===== src/rtl/core_id_issue.sv =====
// core_id_issue: single-entry decode-to-execute issue register with operand bypass, load-use interlock and flush
module core_id_issue #(
  parameter int XLEN    = 32,
  parameter int PC_W    = 32,
  parameter int RFIDX_W = 5,
  parameter int BJ_W    = 8,
  parameter int ALU_W   = 16,
  parameter int LSU_W   = 8,
  parameter int CNT_W   = 32
) (
  input  logic               clk,
  input  logic               rst,
  input  logic               valid_in,
  output logic               ready_in,
  input  logic [PC_W-1:0]    i_pc,
  input  logic               i_branch_predict,
  input  logic               i_rs1_ren,
  input  logic               i_rs2_ren,
  input  logic               i_rd_wen,
  input  logic [RFIDX_W-1:0] i_rs1_idx,
  input  logic [RFIDX_W-1:0] i_rs2_idx,
  input  logic [RFIDX_W-1:0] i_rd_idx,
  input  logic [XLEN-1:0]    i_imm,
  input  logic [BJ_W-1:0]    i_bj_bus,
  input  logic [ALU_W-1:0]   i_alu_bus,
  input  logic [LSU_W-1:0]   i_lsu_bus,
  output logic [RFIDX_W-1:0] rf_rs1_idx,
  output logic [RFIDX_W-1:0] rf_rs2_idx,
  input  logic [XLEN-1:0]    rf_rs1_dat,
  input  logic [XLEN-1:0]    rf_rs2_dat,
  input  logic               ex_fwd_valid,
  input  logic               ex_fwd_wen,
  input  logic [RFIDX_W-1:0] ex_fwd_idx,
  input  logic [XLEN-1:0]    ex_fwd_dat,
  input  logic               ex_fwd_pending,
  input  logic               wb_en,
  input  logic [RFIDX_W-1:0] wb_idx,
  input  logic [XLEN-1:0]    wb_data,
  input  logic               flush_req,
  output logic               valid_out,
  input  logic               ready_out,
  output logic [PC_W-1:0]    o_pc,
  output logic               o_branch_predict,
  output logic               o_rs1_ren,
  output logic               o_rs2_ren,
  output logic               o_rd_wen,
  output logic [RFIDX_W-1:0] o_rs1_idx,
  output logic [RFIDX_W-1:0] o_rs2_idx,
  output logic [RFIDX_W-1:0] o_rd_idx,
  output logic [XLEN-1:0]    o_imm,
  output logic [BJ_W-1:0]    o_bj_bus,
  output logic [ALU_W-1:0]   o_alu_bus,
  output logic [LSU_W-1:0]   o_lsu_bus,
  output logic [XLEN-1:0]    o_rs1_dat,
  output logic [XLEN-1:0]    o_rs2_dat,
  output logic [CNT_W-1:0]   stall_cnt
);
  logic hold_valid, ex_live, haz, issue, accept;
  assign rf_rs1_idx = o_rs1_idx;
  assign rf_rs2_idx = o_rs2_idx;
  // bypass priority x0 > EX > WB > regfile; hazard blocks issue while the EX producer is still pending
  always_comb begin
    ex_live   = ex_fwd_valid & ex_fwd_wen;
    o_rs1_dat = (o_rs1_idx == '0) ? '0 : (ex_live && ex_fwd_idx == o_rs1_idx) ? ex_fwd_dat :
                (wb_en && wb_idx == o_rs1_idx) ? wb_data : rf_rs1_dat;
    o_rs2_dat = (o_rs2_idx == '0) ? '0 : (ex_live && ex_fwd_idx == o_rs2_idx) ? ex_fwd_dat :
                (wb_en && wb_idx == o_rs2_idx) ? wb_data : rf_rs2_dat;
    haz       = hold_valid & ex_fwd_pending & ex_live & (ex_fwd_idx != '0) &
                ((o_rs1_ren & (ex_fwd_idx == o_rs1_idx)) | (o_rs2_ren & (ex_fwd_idx == o_rs2_idx)));
    valid_out = hold_valid & ~haz & ~flush_req;
    issue     = valid_out & ready_out;
    ready_in  = ~flush_req & (~hold_valid | issue);
    accept    = valid_in & ready_in;
  end
  // issue register: flush empties, accept loads, issue alone drains
  always_ff @(posedge clk or posedge rst) begin
    if (rst) begin
      hold_valid       <= 1'b0;
      o_pc             <= '0;
      o_branch_predict <= 1'b0;
      o_rs1_ren        <= 1'b0;
      o_rs2_ren        <= 1'b0;
      o_rd_wen         <= 1'b0;
      o_rs1_idx        <= '0;
      o_rs2_idx        <= '0;
      o_rd_idx         <= '0;
      o_imm            <= '0;
      o_bj_bus         <= '0;
      o_alu_bus        <= '0;
      o_lsu_bus        <= '0;
    end else if (flush_req) begin
      hold_valid <= 1'b0;
    end else if (accept) begin
      hold_valid       <= 1'b1;
      o_pc             <= i_pc;
      o_branch_predict <= i_branch_predict;
      o_rs1_ren        <= i_rs1_ren;
      o_rs2_ren        <= i_rs2_ren;
      o_rd_wen         <= i_rd_wen;
      o_rs1_idx        <= i_rs1_idx;
      o_rs2_idx        <= i_rs2_idx;
      o_rd_idx         <= i_rd_idx;
      o_imm            <= i_imm;
      o_bj_bus         <= i_bj_bus;
      o_alu_bus        <= i_alu_bus;
      o_lsu_bus        <= i_lsu_bus;
    end else if (issue) begin
      hold_valid <= 1'b0;
    end
  end
  // saturating count of cycles a held instruction fails to issue
  always_ff @(posedge clk or posedge rst) begin
    if (rst) stall_cnt <= '0;
    else if (hold_valid && !flush_req && !issue && !(&stall_cnt)) stall_cnt <= stall_cnt + 1'b1;
  end
endmodule


===== config.mk =====
export PLATFORM = sky130hd
export DESIGN_NAME = core_id_issue
export DESIGN_NICKNAME = d
export VERILOG_FILES = /design/src/rtl/core_id_issue.sv
export SDC_FILE = /design/constraint.sdc
export NUM_CORES = 1
export LEC_CHECK = 0
export ABC_AREA = 1
export BUFFER_PORTS_ARGS = -buffer_cell sky130_fd_sc_hd__buf_2
export CORE_AREA = 2 2 190 192
export CTS_CLUSTER_SIZE = 28
export DETAILED_ROUTE_END_ITERATION = 10
export DIE_AREA = 0 0 192 194
export SYNTH_ARGS = -nofsm -noshare
export SYNTH_HDL_FRONTEND = slang
export SYNTH_SLANG_ARGS = --single-unit
export TNS_END_PERCENT = 10

===== constraint.sdc =====
create_clock -name clk -period 12.1 [get_ports clk]
set_clock_uncertainty 0.2 [all_clocks]
set_input_delay 2.42 -clock clk [delete_from_list [all_inputs] [get_ports clk]]
set_output_delay 2.42 -clock clk [all_outputs]
set_load 0.02 [all_outputs]

==> impl_metrics.yaml, run 1 <==
status:
  run_status: "finished, final reports clean"
grt:
  grt_max_degree: 87
  met1_usage_pct: 23.9
  globalRoute.totalOverflow: 0
  met2_usage_pct: 32.0
  grt_first_pass_wirelength_um: 56000
  number_of_global_route_vias_before_repair: 9501
  initial_antenna_violation_count: 16
  gr-max-usage-layer: "met2"
  grt_util_all_layers_pct: 19.7
  met3_usage_pct: 6.46
floorplanning:
  fp-row-count: 69
  die_h_um: 194
  floorplan.initialDensity_pct: 24.2
  dieWidth_um: 192
  core_area_um2: 35200
  boundaryPins: 485
  die_area_um2: 37200
clock_tree:
  cts_num_sinks: 148
  cts_hold_buffers: 0
  cts.path.max_buffers: 2
  cts_max_level: 4
  cts_inserted_buffers: 17
  cts_tree: "built"
  clkLatencyLatePin_ps: 440
  post_cts.repair.setup_buffers: 0
  root_buffer: "sky130_fd_sc_hd__clkbuf_16"
  worst_setup_hold_path_clk_slew_ps: 70
  cts.repair.resized: 0
detailed_routing:
  antenna_violating_nets_post_route: 0
  drcViolationCount: 0
  avgViaCountPerCell: 4.87
  routed_wire_length_per_instance_um: 18.4
  drt-initial-drc-count: 542
  dr_total_vias: 10107
  first_pass_iteration_count_of_the_detailed_router: 5
  drt-total-wl_um: 38200
synthesis:
  synthFlopType: "sky130_fd_sc_hd__dfrtp_1"
  netlist.area_leader.share_pct: 43.4
  synth_edf_count: 0
  yosysTopAreaCell: "sky130_fd_sc_hd__dfrtp_1"
  post_synth_instance_area_um2: 8540
  netlist_top_cells_area: "sky130_fd_sc_hd__dfrtp_1 (43%), sky130_fd_sc_hd__nand2_1 (21%), sky130_fd_sc_hd__nand4_1 (9.4%), sky130_fd_sc_hd__a31oi_1 (4.7%), sky130_fd_sc_hd__o21ai_0 (4.0%)"
  ffs_w_async_s_r_synth_pct: 100
  synth_fp_nets: 1436
  yosys_warn_count: 0
  synth_register_bits: 148
  synth.lib_cells_used.distinct: 26
  syn_avg_cell_area_um2: 7.28
  portion_of_the_post_synthesis_area_used_by_sequential_elements_pct: 43.4
  netlist_instances: 1173
setup_path:
  setup.reg_to_reg.worst_slack_ps: 8510
  timing.critical_path.arrival_ps: 4830
  rr_startpoint: "stall_cnt[0]"
  critPathRequiredTime_ps: 9480
  crit_chain: "buf_2 -> xor2_1 -> a211oi_1 -> nand3_1 -> buf_4 -> inv_1 -> nand2_1 -> a31oi_1 -> buf_2"
  worst-setup-path-type: "in -> out"
  critPathBufInv: 4
  slowest_stage: "sky130_fd_sc_hd__inv_1"
  critPathMaxFanout: 33
  timing.rr.end: "stall_cnt[15]"
  cpLargestDelayFamily: "buffers and inverters"
  timing.critical_path.to_type: "primary output"
  critical_path.max_stage_delay_ps: 920
  worst_setup_path_start_kind: "input port"
  critical_path.most_common_cell: "sky130_fd_sc_hd__buf_2"
  rr_worst_depth: 8
  critPathLaunch: "wb_idx[3]"
timing:
  maxClockFrequency_mhz: 134
  final.hold.worst_slack_ps: 268
  hold_viol_final: 0
  post-route-period-util_pct: 61.6
  rsz0062_at_grt: "no"
  final_max_slew_viol_count: 0
  final_period_minus_worst_setup_slack_ps: 7450
  worst_slew_margin_rel_pct: 19.0
  finalSetupViolCount: 0
  sum_of_negative_setup_slack_ps: 0
  worstMarginPinSlew_ps: 1210
placement:
  hpwl_um: 28200
  gp_congestion: 0.961
  io_buffers: 484
min_path:
  hold_path.startpoint: "o_imm[29]"
  hold_class: "reg -> reg"
  whs_endpoint: "o_imm[29]"
  holdPathStages: 2
pwr:
  switching_share_pct: 40.0
  cellPowerDensity_nw_per_um2: 143
  power_report.internal_total_w: 0.00101
  seqPwrFrac_pct: 37.1
  total_leakage_power_nw: 6.43
  max-vdd-ir-drop_mv: 0.119
  combPwrFrac_pct: 31.8
  power_switching_w: 0.000673
  clkPwrFrac_pct: 31.0
cells_and_area:
  most-common-layout-cells: "sky130_fd_sc_hd__nand2_1 (487), sky130_fd_sc_hd__buf_2 (483), sky130_fd_sc_hd__dfrtp_1 (148)"
  final_common_cell: "sky130_fd_sc_hd__nand2_1"
  area_used_by_multi_input_combinational_logic_um2: 4250
  final.fill_count: 3834
  final_net_count: 1854
  drive_above_1_share_pct: 33.6
  sequential_cell_area_um2: 3700
  area_delta_synth_final_pct: 37.9
job:
  cap_violations: 0
-- sequential cells by signal, indices dropped and copies added (netlist names) --
| signal | flops |
|---|---|
| o_imm | 32 |
| o_pc | 32 |
| stall_cnt | 32 |
| o_alu_bus | 16 |
| o_bj_bus | 8 |
| o_lsu_bus | 8 |
| o_rd_idx | 5 |
| o_rs1_idx | 5 |
| o_rs2_idx | 5 |
| hold_valid | 1 |
| o_branch_predict | 1 |
| o_rd_wen | 1 |
| o_rs1_ren | 1 |
| o_rs2_ren | 1 |
-- routing by layer --
metal / share of wire, % / vias up / wire, um
met4: 2.8 / 14 / 1070
met5: 0.22 / - / 84
met3: 8.3 / 78 / 3170
met2: 47 / 429 / 18000
met1: 42 / 4763 / 15900
li1: - / 4823 / -
-- synthesized netlist by cell type (all sizes together) (4+ instances only) --
| master | number |
|---|---|
| nand4 | 128 |
| o21ai | 69 |
| nor4 | 8 |
| inv | 34 |
| nor3 | 15 |
| nor2 | 37 |
| clkbuf | 55 |
| dfrtp | 148 |
| xnor2 | 16 |
| nand3 | 38 |
| buf | 43 |
| o22ai | 4 |
| nand2 | 489 |
| xor2 | 18 |
| a31oi | 64 |
-- logic make-up after synthesis --
kind of cell / synth area share [%]
buffers and inverters: 6.99
AND/OR/NAND/NOR: 36.4
flip-flops: 43.4
XOR/XNOR: 3.49
adder cells (fa/ha/maj): 0.147
AO/OA/AOI/OAI: 9.60
-- worst max path at each step --
stage,endpoint,slack (ps),cells past startpoint
floorplan,hold_valid,5500,1
global placement,o_rs1_dat[28],4820,9
detailed placement,o_rs1_dat[25],4750,9
CTS,o_rs1_dat[25],4750,9
global route,o_rs1_dat[15],4490,9
finish,o_rs1_dat[25],4650,9
-- layout make-up --
cell class                 count  area share [%]
antenna                        9           0.191
multi-input combinational    893            36.1
inverter                      34            1.15
clock buffer                  17            3.61
timing repair buffer         497            21.4
sequential                   148            31.5
clock inverter                15            1.15
tap                          461            4.90
-- stage by stage --
stage	util, %	instances	power, W	area, um2	setup slack [ps]
finish	33.4	2074	0.00169	11800	4650
CTS	33.3	2065	0.00170	11700	4750
global placement	31.8	2033	0.00117	11200	4820
floorplan	-	1173	0.000946	8540	5500
global route	33.4	2070	0.00178	11800	4490
detailed placement	31.8	2033	0.00117	11200	4750
-- tightest hold or removal path, cell delays in order (launching register included) --
cell	delay, ps
sky130_fd_sc_hd__dfrtp_1	340
sky130_fd_sc_hd__nand2_1	50
sky130_fd_sc_hd__nand2_1	40
-- power groups by stage --
stage / Combinational, W / Sequential [W] / Clock, W
CTS: 0.000539 / 0.000625 / 0.000537
detailed placement: 0.000540 / 0.000633 / 0
global route: 0.000585 / 0.000635 / 0.000563
finish: 0.000536 / 0.000626 / 0.000523
global placement: 0.000537 / 0.000631 / 0
floorplan: 0.000237 / 0.000708 / 0
Note: power is estimated with default switching activity, not from simulation.
==> inputs of run 2 (changes only) <==
--- a/config.mk
+++ b/config.mk
@@ -5,12 +5,12 @@
 export SDC_FILE = /design/constraint.sdc
 export NUM_CORES = 1
 export LEC_CHECK = 0
-export ABC_AREA = 1
+export ABC_AREA = 0
 export BUFFER_PORTS_ARGS = -buffer_cell sky130_fd_sc_hd__buf_2
-export CORE_AREA = 2 2 190 192
+export CORE_AREA = 2 2 189 191
 export CTS_CLUSTER_SIZE = 28
 export DETAILED_ROUTE_END_ITERATION = 10
-export DIE_AREA = 0 0 192 194
+export DIE_AREA = 0 0 191 193
 export SYNTH_ARGS = -nofsm -noshare
 export SYNTH_HDL_FRONTEND = slang
 export SYNTH_SLANG_ARGS = --single-unit
==> constraint.sdc (replaced) <==
create_clock -name clk -period 6.2 [get_ports clk]
set_clock_uncertainty 0.2 [all_clocks]
set_input_delay 1.24 -clock clk [delete_from_list [all_inputs] [get_ports clk]]
set_output_delay 1.24 -clock clk [all_outputs]
set_load 0.02 [all_outputs]
==> impl_metrics.yaml, run 2 <==
status:
  run_status: "finished, final reports clean"
detailed_routing:
  routed_wire_length_per_instance_um: 18.3
  drcViolationCount: 0
  drt-initial-drc-count: 175
  antenna_violating_nets_post_route: 0
  first_pass_iteration_count_of_the_detailed_router: 4
  avgViaCountPerCell: 4.46
  dr_total_vias: 7185
  drt-total-wl_um: 29400
clock_tree:
  clkLatencyLatePin_ps: 420
  cts_num_sinks: 148
  cts.repair.resized: 0
  cts_max_level: 4
  cts_inserted_buffers: 17
  cts_hold_buffers: 0
  post_cts.repair.setup_buffers: 0
  cts.path.max_buffers: 2
  cts_tree: "built"
  worst_setup_hold_path_clk_slew_ps: 70
  root_buffer: "sky130_fd_sc_hd__clkbuf_16"
timing:
  final.hold.worst_slack_ps: 293
  hold_viol_final: 0
  finalWorstSetupSlack_ps: 1190
  finalSetupViolCount: 0
  maxClockFrequency_mhz: 199
  worstMarginPinSlew_ps: 1050
  final_period_minus_worst_setup_slack_ps: 5010
  final_max_slew_viol_count: 0
  post-route-period-util_pct: 80.9
  worst_slew_margin_rel_pct: 29.9
  sum_of_negative_setup_slack_ps: 0
  rsz0062_at_grt: "no"
floorplanning:
  dieWidth_um: 191
  fp-row-count: 69
  core_area_um2: 35000
  die_area_um2: 36900
  die_h_um: 193
  boundaryPins: 485
  floorplan.initialDensity_pct: 22.8
grt:
  number_of_global_route_vias_before_repair: 7275
  grt_max_degree: 117
  grt_first_pass_wirelength_um: 42500
  grt_util_all_layers_pct: 15.3
  globalRoute.totalOverflow: 0
  initial_antenna_violation_count: 2
placement:
  hpwl_um: 23500
  placed_cell_area_um2: 10800
  gp_congestion: 0.937
  io_buffers: 484
  dpl_worst_slack_ps: 1200
pwr:
  total_leakage_power_nw: 5.51
  max-vdd-ir-drop_mv: 0.180
  cellPowerDensity_nw_per_um2: 275
min_path:
  hold_path.startpoint: "stall_cnt[19]"
  hold_class: "reg -> reg"
setup_path:
  critical_path.most_common_cell: "sky130_fd_sc_hd__buf_2"
  critPathRequiredTime_ps: 4760
  rr_startpoint: "stall_cnt[0]"
  timing.critical_path.to_type: "primary output"
  timing.critical_path.arrival_ps: 3570
  critPathMaxFanout: 29
  cpLargestDelayFamily: "simple AND/OR/NAND/NOR gates"
  critPathLaunch: "wb_idx[2]"
  setup.reg_to_reg.worst_slack_ps: 3070
  worst-setup-path-type: "in -> out"
  critPathBufInv: 3
  crit_chain: "buf_2 -> xor2_1 -> nor4_1 -> and3_2 -> buf_4 -> mux2i_1 -> a211oi_1 -> buf_2"
  worst_setup_path_start_kind: "input port"
  critical_path.max_stage_delay_ps: 860
  slowest_stage: "sky130_fd_sc_hd__and3_2"
synthesis:
  netlist.area_leader.share_pct: 46.5
  yosys_warn_count: 0
  post_synth_instance_area_um2: 7970
  netlist_top_cells_area: "sky130_fd_sc_hd__dfrtp_1 (46%), sky130_fd_sc_hd__mux2_2 (11%), sky130_fd_sc_hd__mux2i_1 (8.0%), sky130_fd_sc_hd__mux2_4 (7.3%), sky130_fd_sc_hd__a211oi_1 (6.0%)"
  yosysTopAreaCell: "sky130_fd_sc_hd__dfrtp_1"
  synth_edf_count: 0
  most_common_cell_in_the_synthesized_netlist: "sky130_fd_sc_hd__dfrtp_1"
  synth.lib_cells_used.distinct: 39
  synth_fp_nets: 938
  portion_of_the_post_synthesis_area_used_by_sequential_elements_pct: 46.5
  synth_register_bits: 148
  synthFlopType: "sky130_fd_sc_hd__dfrtp_1"
  synth_common_cells: "sky130_fd_sc_hd__dfrtp_1 (148), sky130_fd_sc_hd__mux2_2 (77), sky130_fd_sc_hd__nor2_1 (75)"
  netlist_instances: 675
  ffs_w_async_s_r_synth_pct: 100
  syn_avg_cell_area_um2: 11.8
cells_and_area:
  drive_above_1_share_pct: 57.8
  area_delta_synth_final_pct: 42.2
  utilization_pct: 32.4
  layout.cell_area.non_filler_um2: 11300
  layout_top_registers: "o_imm (32), o_pc (32), stall_cnt (32)"
  final_common_cell: "sky130_fd_sc_hd__buf_2"
  most-common-layout-cells: "sky130_fd_sc_hd__buf_2 (484), sky130_fd_sc_hd__dfrtp_1 (148), sky130_fd_sc_hd__mux2_2 (77)"
  final_net_count: 1398
job:
  cap_violations: 0
==> run 2: final timing paths <==
kind / end / cells after the start
max in group asynchronous: o_alu_bus[9] / 3
hold / removal: stall_cnt[19] / 1
hold reg to reg: stall_cnt[19] / 1
min in group asynchronous: o_bj_bus[5] / 2
setup / recovery: o_rs2_dat[12] / 8
setup reg to reg: stall_cnt[1] / 6
==> run 2: per-layer routing <==
layer  vias up  wire length (um)  GRT usage, %
met1      3460             11400          17.3
met4         0               851          6.26
met2       350             14700          27.0
li1       3338                 -             -
met5         -                 0             0
met3        37              2500          4.31
==> run 2: per-stage QoR <==
step,cells,total power [W]
2_1_floorplan,675,0.00178
3_3_place_gp,1577,0.00216
3_5_place_dp,1577,0.00217
4_1_cts,1609,0.00317
5_1_grt,1610,0.00327
6_report,1611,0.00312
==> run 2: logic make-up after synthesis <==
| group | share of synthesized area (%) |
|---|---|
| multiplexers | 26.3 |
| AND/OR/NAND/NOR | 10.6 |
| flip-flops | 46.5 |
| AO/OA/AOI/OAI | 6.80 |
| buffers and inverters | 4.08 |
| XOR/XNOR | 5.60 |
| adder cells (fa/ha/maj) | 0.157 |
==> run 2: layout make-up <==
class | count | area, um2
Clock inverter | 13 | 110
Fill cell | 3598 | 23600
Sequential cell | 148 | 3700
Antenna cell | 2 | 5.00
Clock buffer | 19 | 433
Multi-Input combinational cell | 469 | 3960
Inverter | 3 | 16.3
Timing Repair Buffer | 496 | 2520
Tap cell | 461 | 577
==> run 2: power by group <==
| part | total (W) | switching [W] | internal [W] |
|---|---|---|---|
| clock | 0.000977 | 0.000426 | 0.000551 |
| sequential | 0.00122 | 0.000117 | 0.00110 |
| combinational | 0.000923 | 0.000530 | 0.000393 |
